## config.mk

```make
export PLATFORM = sky130hd
export DESIGN_NAME = sd_boot_writer
export DESIGN_NICKNAME = d
export VERILOG_FILES = /design/src/rtl/sd_boot_writer.sv
export SDC_FILE = /design/constraint.sdc
export NUM_CORES = 1
export LEC_CHECK = 0
export ABC_AREA = 1
export BUFFER_PORTS_ARGS = -buffer_cell sky130_fd_sc_hd__buf_2
export CORE_MARGIN = 8
export CORE_UTILIZATION = 40
export DETAILED_ROUTE_END_ITERATION = 8
export SLEW_MARGIN = 20
export SYNTH_ARGS = -nofsm -noshare
export SYNTH_HDL_FRONTEND = slang
export SYNTH_SLANG_ARGS = --single-unit
```

## constraint.sdc

```tcl
create_clock -name clk27mhz -period 2 [get_ports clk27mhz]
set_clock_uncertainty 0.1 [all_clocks]
set_input_delay 0 -clock clk27mhz [delete_from_list [all_inputs] [get_ports clk27mhz]]
set_output_delay 0 -clock clk27mhz [all_outputs]
set_load 0.005 [all_outputs]
```

## src/rtl/sd_boot_writer.sv

```systemverilog
// Takes words from the SD sector loader handshake and writes them to memory through a single-outstanding req/ack port.
// Keeps a word count and a running checksum, and raises sticky overflow, timeout and load-done flags.
module sd_boot_writer #(
  parameter int                ADDR_W      = 28,
  parameter logic [ADDR_W-1:0] BASE_ADDR   = '0,
  parameter int                MAX_WORDS   = 1048576,
  parameter int                TIMEOUT_CYC = 65535
) (
  input  logic              clk27mhz,
  input  logic              resetn,
  input  logic [31:0]       i_data,
  input  logic              i_we,
  input  logic              i_done,
  output logic [7:0]        o_ctrl_state,
  output logic              o_mem_req,
  output logic [ADDR_W-1:0] o_mem_addr,
  output logic [31:0]       o_mem_wdata,
  input  logic              i_mem_ack,
  output logic [31:0]       o_word_cnt,
  output logic [31:0]       o_checksum,
  output logic              o_load_done,
  output logic              o_overflow,
  output logic              o_timeout
);

  localparam int TMR_W = $clog2(TIMEOUT_CYC + 1);

  typedef enum logic [1:0] {
    IDLE     = 2'd0,
    WRITE    = 2'd1,
    RELEASE  = 2'd2,
    FINISHED = 2'd3
  } state_t;

  state_t           state;
  logic [TMR_W-1:0] timer;

  // The state encoding is the loader-visible handshake value.
  assign o_ctrl_state = {6'd0, state};

  always_ff @(posedge clk27mhz or negedge resetn) begin
    if (!resetn) begin
      state       <= IDLE;
      timer       <= '0;
      o_mem_req   <= 1'b0;
      o_mem_addr  <= BASE_ADDR;
      o_mem_wdata <= '0;
      o_word_cnt  <= '0;
      o_checksum  <= '0;
      o_load_done <= 1'b0;
      o_overflow  <= 1'b0;
      o_timeout   <= 1'b0;
    end else begin
      case (state)
        IDLE: begin
          if (!o_load_done && i_done) begin
            o_load_done <= 1'b1;
            state       <= FINISHED;
          end else if (i_we) begin
            o_mem_wdata <= i_data;
            if (o_word_cnt == 32'(MAX_WORDS)) begin
              o_overflow <= 1'b1;
              state      <= RELEASE;
            end else begin
              o_mem_req <= 1'b1;
              timer     <= '0;
              state     <= WRITE;
            end
          end
        end
        WRITE: begin
          if (i_mem_ack) begin
            o_mem_req  <= 1'b0;
            o_word_cnt <= o_word_cnt + 32'd1;
            o_checksum <= o_checksum + o_mem_wdata;
            o_mem_addr <= o_mem_addr + ADDR_W'(4);
            state      <= RELEASE;
          end else if (timer == TMR_W'(TIMEOUT_CYC - 1)) begin
            o_mem_req <= 1'b0;
            o_timeout <= 1'b1;
            state     <= RELEASE;
          end else begin
            timer <= timer + TMR_W'(1);
          end
        end
        RELEASE: begin
          if (!i_we) state <= IDLE;
        end
        FINISHED: state <= FINISHED;
        default:  state <= IDLE;
      endcase
    end
  end

endmodule

```

# Yosys cells after proc, flatten, opt, wreduce, memory -nomap -nowiden
# Index checks and enable logic that the tools add are counted.
# classes
n_addsub,4
eq_ne,13
mux,19
bitwise,2
n_reduce_logical,12
# op_table
op,count
$mux 16,5
$add 32x1->32 const B,1
$add 32x32->32,1
$eq 32x21->1 const B,1
$pmux 16 s2,1
$add 28x3->28 const B,1
$add 16x1->16 const B,1
$eq 16x16->1 const B,1
$mux 2,6
$ne 2x2->1 const B,6
$reduce_and 3->1,3
$pmux 2 s4,1
$ne 3x3->1 const B,2
$reduce_and 6->1,1
$mux 1,5
$reduce_and 5->1,1
$eq 2x2->1 const B,2
$reduce_and 2->1,2
$reduce_and 4->1,1
$eq 2x1->1 const B,1
$logic_not 2->1,1
$not 1->1,2
$pmux 1 s2,1
$reduce_bool 2->1,1
other kinds (2),2
# word_totals
register_bits,146
in_bits,37
output_inout_bits,136
elab_cells,60

# Depth between registers and ports, before layout
# Gate-level depths: netlist of run 1.
# depth
ltp_word,5
depth_mapped,13
depth_no_buf,12

# Worst setup path before layout of run 1
# No wires, ideal clock.
# synth_timing
path_type,reg-to-reg
from,register o_mem_wdata[0]
to,register o_checksum[16]
setup_time_ns,0.117
arrival_time_ns,1.744
required_time_ns,1.783
slack_ns,0.039
path_stages_with_launch,12
path_buffers,0
synth_period_minus_slack_ns,1.961
path_cell_list,dfrtp_1 > ha_1 > fa_1 > nand3_1 > nand3_1 > nand2_1 > nand2_1 > nand2_1 > nand2_1 > xor2_1 > nand2_1 > nand2_1
# synth_between
elab_chain_len,1
# synth_rtl
item,line,source
start: declaration,17,"output logic [31:0] o_mem_wdata,"
start signal: assignment,60,o_mem_wdata <= i_data;
$add 32x32->32,75,o_checksum <= o_checksum + o_mem_wdata;
end signal: assignment,75,
end: declaration,20,"output logic [31:0] o_checksum,"
# No other way between the ends.
# A chain may end at the register's enable or synchronous reset.

# Worst setup path after layout of run 1
# layout_timing
from,register o_checksum[0]
to,register o_checksum[4]
# layout_between
elab_chain_len,1
# layout_rtl
item,line
$add 32x32->32,75
# No other way between the ends.

==> run metrics, run 1 <==
status finished clean; Worst-path clk slew around 0.060 ns; Avg Inst Size Synth roughly 7.4 um2; synth top area cells dfrtp_1, nand2_1, inv_1; FF-to-FF setup slack roughly 0.044 ns; RSZ-0062 raised after global routing true; vias post-DR between 8k and 9k; H-tree Lvls 4; crit path launch type flip-flop; Placed Instances approximately 1.8k; Synth area leader dfrtp_1; Worst Path Arrival 2.19 ns; Reg-to-Reg Start o_checksum[0]; Final Wtd Congestion 0.931; die span in x roughly 170 um; min Tclk post-route about 2.0 ns; synth warn 0; Combinational Power Share 0.597; Final setup viols 0; vias in the first global route about 8.7k; largest net degree at the start of global routing 51; Post-Syn Area 0.00934 mm2; register area share after synthesis 0.386; Via-to-Cell Ratio approximately 4.8; # IOs roughly 170; top post-synthesis cells by count nand2_1, inv_1, dfrtp_1; Rows 56; Max Cap Viol 0; crit path from o_checksum[0]; Std-Cell Core Area ~0.023 mm2; die footprint roughly 0.028 mm2; CTS tree done; number of flops mapped to enable cells by yosys 0; Starting Density 0.403; worst slew pin tran between 0.5 and 0.6 ns; DRC 0; overall routing resource usage 0.191; Max Fclk a little over 0.5 GHz; Detailed Place HPWL 20.2 mm; ys flop type dfrtp_1; share of layout cells above drive strength 1 0.277; worst min path class primary input to asynchronous set/reset pin; antenna fix cells 0; Cells after Synth ~1.3k; worst-skew pair later-pin latency 0.43 ns; multi-input logic area 0.00551 mm2; CTS root buffer clkbuf_16; CP Capture Type flip-flop; final core utilization 0.544; pre-CTS WS -0.140 ns; Pint ~0.011 W; top-area cell type share of the netlist area 0.386; Slew HR 0.631; Sum Neg Setup Slack 0 ns; Final Max Tran Viols 0; initial antenna violation count 0; Post-DP Area about 0.011 mm2; Flop pwr share 0.244; cts bufs inserted 17; die height 169 um; Final period util 0.978; Leakage between 6 and 7 nW; reg-to-reg endpoint o_checksum[4]; fin cells roughly 1.9k; Worst Path Max Fanout 4; switching share of power 0.451; grt total ovfl 0; flip-flop and latch area approximately 0.0036 mm2; routed len/inst between 10 and 15 um; Distinct cells, synth between 40 and 50; Setup CP Type flip-flop to flip-flop; first drt pass iteration count 5; Setup WS post-layout between 0.04 and 0.05 ns; final WL approximately 27 mm; first-pass GRT wire length 44.5 mm; nets@finish about 1.6k; Async SR Flop Fraction 1.00; Area Overhead vs Synth 35.1%; worst reg2reg path depth 8; Non-Filler Cell Area, Final approximately 0.013 mm2; Max clock buf depth 2; Clock power frac 0.159; clock sink count approximately 140; critical path data required time 2.24 ns; # port buffers around 160; P per Cell Area approximately 1600 mW/mm2; worst vdd ir between 0.9 and 1 mV; Yosys reg bits ~140; most frequent cell after synthesis nand2_1; switching power 0.00886 W; # fillers around 2.2k; Starting DRT DRC Count 537; Final Hold Fails 0; Post-DRT Antenna Nets 0
[critical path, stage by stage, from the launching register on]
cell	delay [ns]
dfrtp_1	0.41
ha_4	0.19
fa_2	0.43
nand3_2	0.10
nand3_4	0.10
buf_4	0.15
buf_4	0.13
xnor2_2	0.12
o21ai_0	0.14
[repair_timing]
item / in CTS / in global routing
buffers inserted: 0 / 12
endpoints found under the setup margin: 21 / 42
gates resized for setup: 16 / 93
endpoints found under the hold margin: 190 / 0
hold buffers: 37 / 0
pin swaps: 2 / 17
[power by group through the flow]
| stage | logic, W | clock network (W) | registers, W |
|---|---|---|---|
| 4_1_cts | 0.0104 | 0.00319 | 0.00461 |
| 3_3_place_gp | 0.00993 | 0 | 0.00459 |
| 3_5_place_dp | 0.0101 | 0 | 0.00462 |
| 2_1_floorplan | 0.00615 | 0 | 0.00461 |
| 6_report | 0.0117 | 0.00312 | 0.00480 |
| 5_1_grt | 0.0131 | 0.00330 | 0.00493 |
[state kept, by name (all words and copies together), names as in the netlist]
register and count:
o_load_done 1, o_mem_addr 26, o_checksum 32, state 2, o_mem_wdata 32, o_mem_req 1
o_overflow 1, timer 16, o_timeout 1, o_word_cnt 32
[cells by family after synthesis]
kind of cell,Yosys count,synth area share
flops,144,0.386
mux,32,0.0386
fa+ha+maj,37,0.0504
compound gates,54,0.0311
xor+xnor,78,0.0740
other cells,1,0.000402
simple gates,720,0.333
buf+inv,202,0.0864
[through the flow]
step                      total power [W]  hold WS, ns
final                              0.0196       0.0567
after global routing               0.0213       0.0811
after CTS                          0.0182       0.0494
after detailed placement           0.0147       -0.177
after global placement             0.0145       -0.179
after floorplan                    0.0108       -0.396
[layout make-up]
cell class	instances	area share
tap	319	0.0317
sequential	144	0.286
inverter	177	0.0527
multi-input combinational	929	0.437
clock inverter	14	0.00963
timing repair buffer	283	0.148
clock buffer	18	0.0348
[worst max path at each step]
stage | end | slack (ns)
5_1_grt | o_checksum[16] | -0.05
3_5_place_dp | o_checksum[20] | -0.14
4_1_cts | o_checksum[9] | 0.002
6_report | o_checksum[4] | 0.04
3_3_place_gp | o_checksum[28] | -0.09
2_1_floorplan | o_checksum[16] | 0.04
[layout by cell type (no fill, tap or decap), types with 5 or more instances in the layout]
cell and instances:
mux2_2 32, xnor2_1 27, nand2_1 410, nand3_1 74, nor2_4 5, nand4_1 27
nand2_4 6, nor2_1 94, inv_1 173, ha_1 9, buf_4 78, a21oi_1 16
dfrtp_1 140, buf_2 163, xor2_1 49, nor3_1 27, ha_4 24, conb_1 8
clkbuf_16 17, nor2_2 19, inv_6 5, nand3_2 9, dlygate4sd3_1 36, o21ai_0 24
nand2_2 23, a21oi_2 6
[metal layers]
layer / track usage / share of wire / vias up
li1: - / - / 4545
met1: 0.240 / 0.45 / 4209
met2: 0.328 / 0.49 / 180
met3: 0.0347 / 0.038 / 37
met4: 0.0575 / 0.022 / 0
met5: 0 / 0 / -
No activity file was read; power rests on OpenSTA's default activity.
==> run 2: changes to the inputs <==
--- a/config.mk
+++ b/config.mk
@@ -5,11 +5,12 @@
 export SDC_FILE = /design/constraint.sdc
 export NUM_CORES = 1
 export LEC_CHECK = 0
-export ABC_AREA = 1
 export BUFFER_PORTS_ARGS = -buffer_cell sky130_fd_sc_hd__buf_2
 export CORE_MARGIN = 8
 export CORE_UTILIZATION = 40
+export CTS_BUF_LIST = sky130_fd_sc_hd__clkbuf_4
 export DETAILED_ROUTE_END_ITERATION = 8
+export REMOVE_ABC_BUFFERS = 1
 export SLEW_MARGIN = 20
 export SYNTH_ARGS = -nofsm -noshare
 export SYNTH_HDL_FRONTEND = slang
==> run 2 against run 1 <==
- the run now ends with setup timing left
- combinational power is 9% higher
- power fell by 3.7%
- design area down 3.2%
- count of clock-buffer cells in the layout is 1 lower
- synthesized cell count shrank 40%
- clock power decreased by 40%
- critical path depth grew 2
- highest routed layer unchanged
==> run metrics, run 2 <==
die footprint 0.0243 mm2; CP cell instances ha_4 -> fa_2 -> a21oi_2 -> o211ai_1 -> a22oi_2 -> o311ai_2 -> a41o_1 -> a31oi_2 -> xor2_1 -> o21ai_1; H-tree Lvls 4; CP Capture Type flip-flop; biggest registers after layout o_checksum (32), o_mem_wdata (32), o_word_cnt (32); Cells after Synth 763; Final Hold Fails 0; die height about 160 um; Avg Inst Size Synth 10.3 um2; CTS root buffer clkbuf_4; first drt pass iteration count 5; commonest non-fill, non-tap cells in the layout buf_4, buf_2, dfrtp_1; routed len/inst ~15 um; DR WL met3 between 1 and 1.5 mm; P per Cell Area approximately 1500 mW/mm2; Worst path slowest cell dfrtp_1; worst slew pin tran between 0.5 and 0.6 ns; overall routing resource usage 0.186; vias post-DR slightly above 7k; Final Max Tran Viols 0; Post-DP Area between 0.01 and 0.015 mm2; Yosys reg bits between 100 and 150; worst-skew pair later-pin latency between 0.5 and 0.6 ns; CTS tree done; final core utilization 0.631; top post-synthesis cells by count dfrtp_1, nand2_1, xnor2_1; die span in x between 150 and 200 um; final WL about 23 mm; # port buffers roughly 160; grt total ovfl 0; initial antenna violation count 1; first-pass GRT wire length approximately 37 mm; Leakage around 6 nW; family with the most delay on the worst path compound AO/OA/AOI/OAI gates; Detailed Place HPWL 16.2 mm; cts bufs inserted 17; worst min path class primary input to flip-flop; most frequent cell after synthesis dfrtp_1; Post-Syn Area 0.00783 mm2; Synth area leader dfrtp_1; failing checks setup timing; slowest stage delay, CP 0.43 ns; DRC 0; Area Overhead vs Synth 55.9%; Worst-path clk slew between 0.1 and 0.15 ns; Rows 51; met2 WL 11.0 mm; clock sink count roughly 140; worst vdd ir a little over 0.9 mV; most common cell after layout, fill and taps aside buf_4; RSZ-0062 raised after global routing true; Starting DRT DRC Count about 280; crit path launch type flip-flop; Final setup viols 39; Max clock buf depth 2; total power about 0.019 W; Max Cap Viol 0; Max Fclk roughly 0.39 GHz; # IOs ~170; share of layout cells above drive strength 1 0.491; top layer in use met4; Post-DRT Antenna Nets 0; Distinct cells, synth about 70; Worst Path Arrival slightly below 3 ns; ys flop type dfrtp_1; Final Wtd Congestion 0.876; M1 WL roughly 10 mm; Setup WS post-layout -0.594 ns; Non-Filler Cell Area, Final 0.0122 mm2; Starting Density 0.405; synth top area cells dfrtp_1, xnor2_1, ha_1; Worst Path Max Fanout 3; Final period util 1.30; Std-Cell Core Area 0.0193 mm2; Async SR Flop Fraction 1.00; Setup CP Type flip-flop to flip-flop; Via-to-Cell Ratio about 4.9; status finished with violations; CP Buf/Inv Count 0; pre-CTS WS -0.766 ns; largest net degree at the start of global routing 59; synth warn 0; nets@finish 1284; min Tclk post-route 2.59 ns; top-area cell type share of the netlist area 0.460; vias in the first global route 7365; number of flops mapped to enable cells by yosys 0; Slew HR 0.620; hold slack between 0.09 and 0.1 ns; critical path data required time ~2.3 ns; register area share after synthesis 0.460
==> run 2: changes by cell type in the layout (fill, tap and decap cells not counted), moves of 18 or more <==
cell,previous run,this run
a21o_1,1,19
buf_4,78,228
buf_6,2,20
inv_1,173,12
nand2_1,410,90
nand2_2,23,5
nand3_1,74,24
nor2_1,94,35
nor3_1,27,5
o21ai_1,2,24
xnor2_1,27,55
xor2_1,49,30
==> run 2: worst paths after layout <==
kind                                 from         endpoint  slack (ns)  depth (start not counted)
setup / recovery           o_mem_wdata[0]   o_checksum[26]       -0.59                         10
hold / removal                 i_data[20]  o_mem_wdata[20]         0.1                          3
setup reg to reg           o_mem_wdata[0]   o_checksum[26]       -0.59                         10
hold reg to reg            o_mem_addr[27]   o_mem_addr[27]        0.37                          1
max in group asynchronous          resetn   o_checksum[30]        0.68                          4
min in group asynchronous          resetn   o_mem_wdata[7]        0.41                          3
==> run 2: worst reg2reg max path, stage by stage, from the launching register on <==
cell	delay (ns)
dfrtp_1	0.43
ha_4	0.18
fa_2	0.34
a21oi_2	0.17
o211ai_1	0.11
a22oi_2	0.24
o311ai_2	0.17
a41o_1	0.27
a31oi_2	0.23
xor2_1	0.16
o21ai_1	0.07
==> run 2: timing repair <==
action,in CTS,in global routing
cloned,0,0
hold buffers,37,0
buffers inserted,13,22
setup endpoints to repair,61,73
pin swaps,72,67
resized for setup,99,85
endpoints found under the hold margin,209,0
==> run 2: layout make-up <==
type	instances	area [um2]
Timing Repair Buffer	452	3200
Clock inverter	15	148
Tap cell	265	332
Multi-Input combinational cell	579	4730
Fill cell	1640	7130
Antenna cell	1	2.50
Inverter	16	63.8
Clock buffer	17	128
Sequential cell	144	3600
==> run 2: power by group <==
part           total (W)  switching, W  internal [W]
logic             0.0127       0.00586       0.00688
registers        0.00430      0.000631       0.00367
clock network    0.00187       0.00122      0.000654
==> run 2: kinds of logic after synthesis <==
family,count (synthesis),synth area share
adders and majority gates,37,0.0601
buffers and inverters,47,0.0326
AOI/OAI and AO/OA,143,0.123
muxes,32,0.0460
other,1,0.000479
DFF,144,0.460
xor gates and xnor gates,95,0.106
and+or+nand+nor,264,0.171
==> run 2: stage by stage <==
| step | std cells | TNS, ns |
|---|---|---|
| 3_5_place_dp | 1388 | -16.18 |
| 6_report | 1489 | -9.98 |
| 3_3_place_gp | 1388 | -13.17 |
| 4_1_cts | 1468 | -9.97 |
| 2_1_floorplan | 739 | -30.04 |
| 5_1_grt | 1489 | -14.68 |
==> run 2: routing by layer <==
metal / GRT usage / vias to the layer above
met3: 0.0573 / 20
met4: 0.0347 / 0
li1: - / 3596
met5: 0 / -
met2: 0.312 / 165
met1: 0.234 / 3474
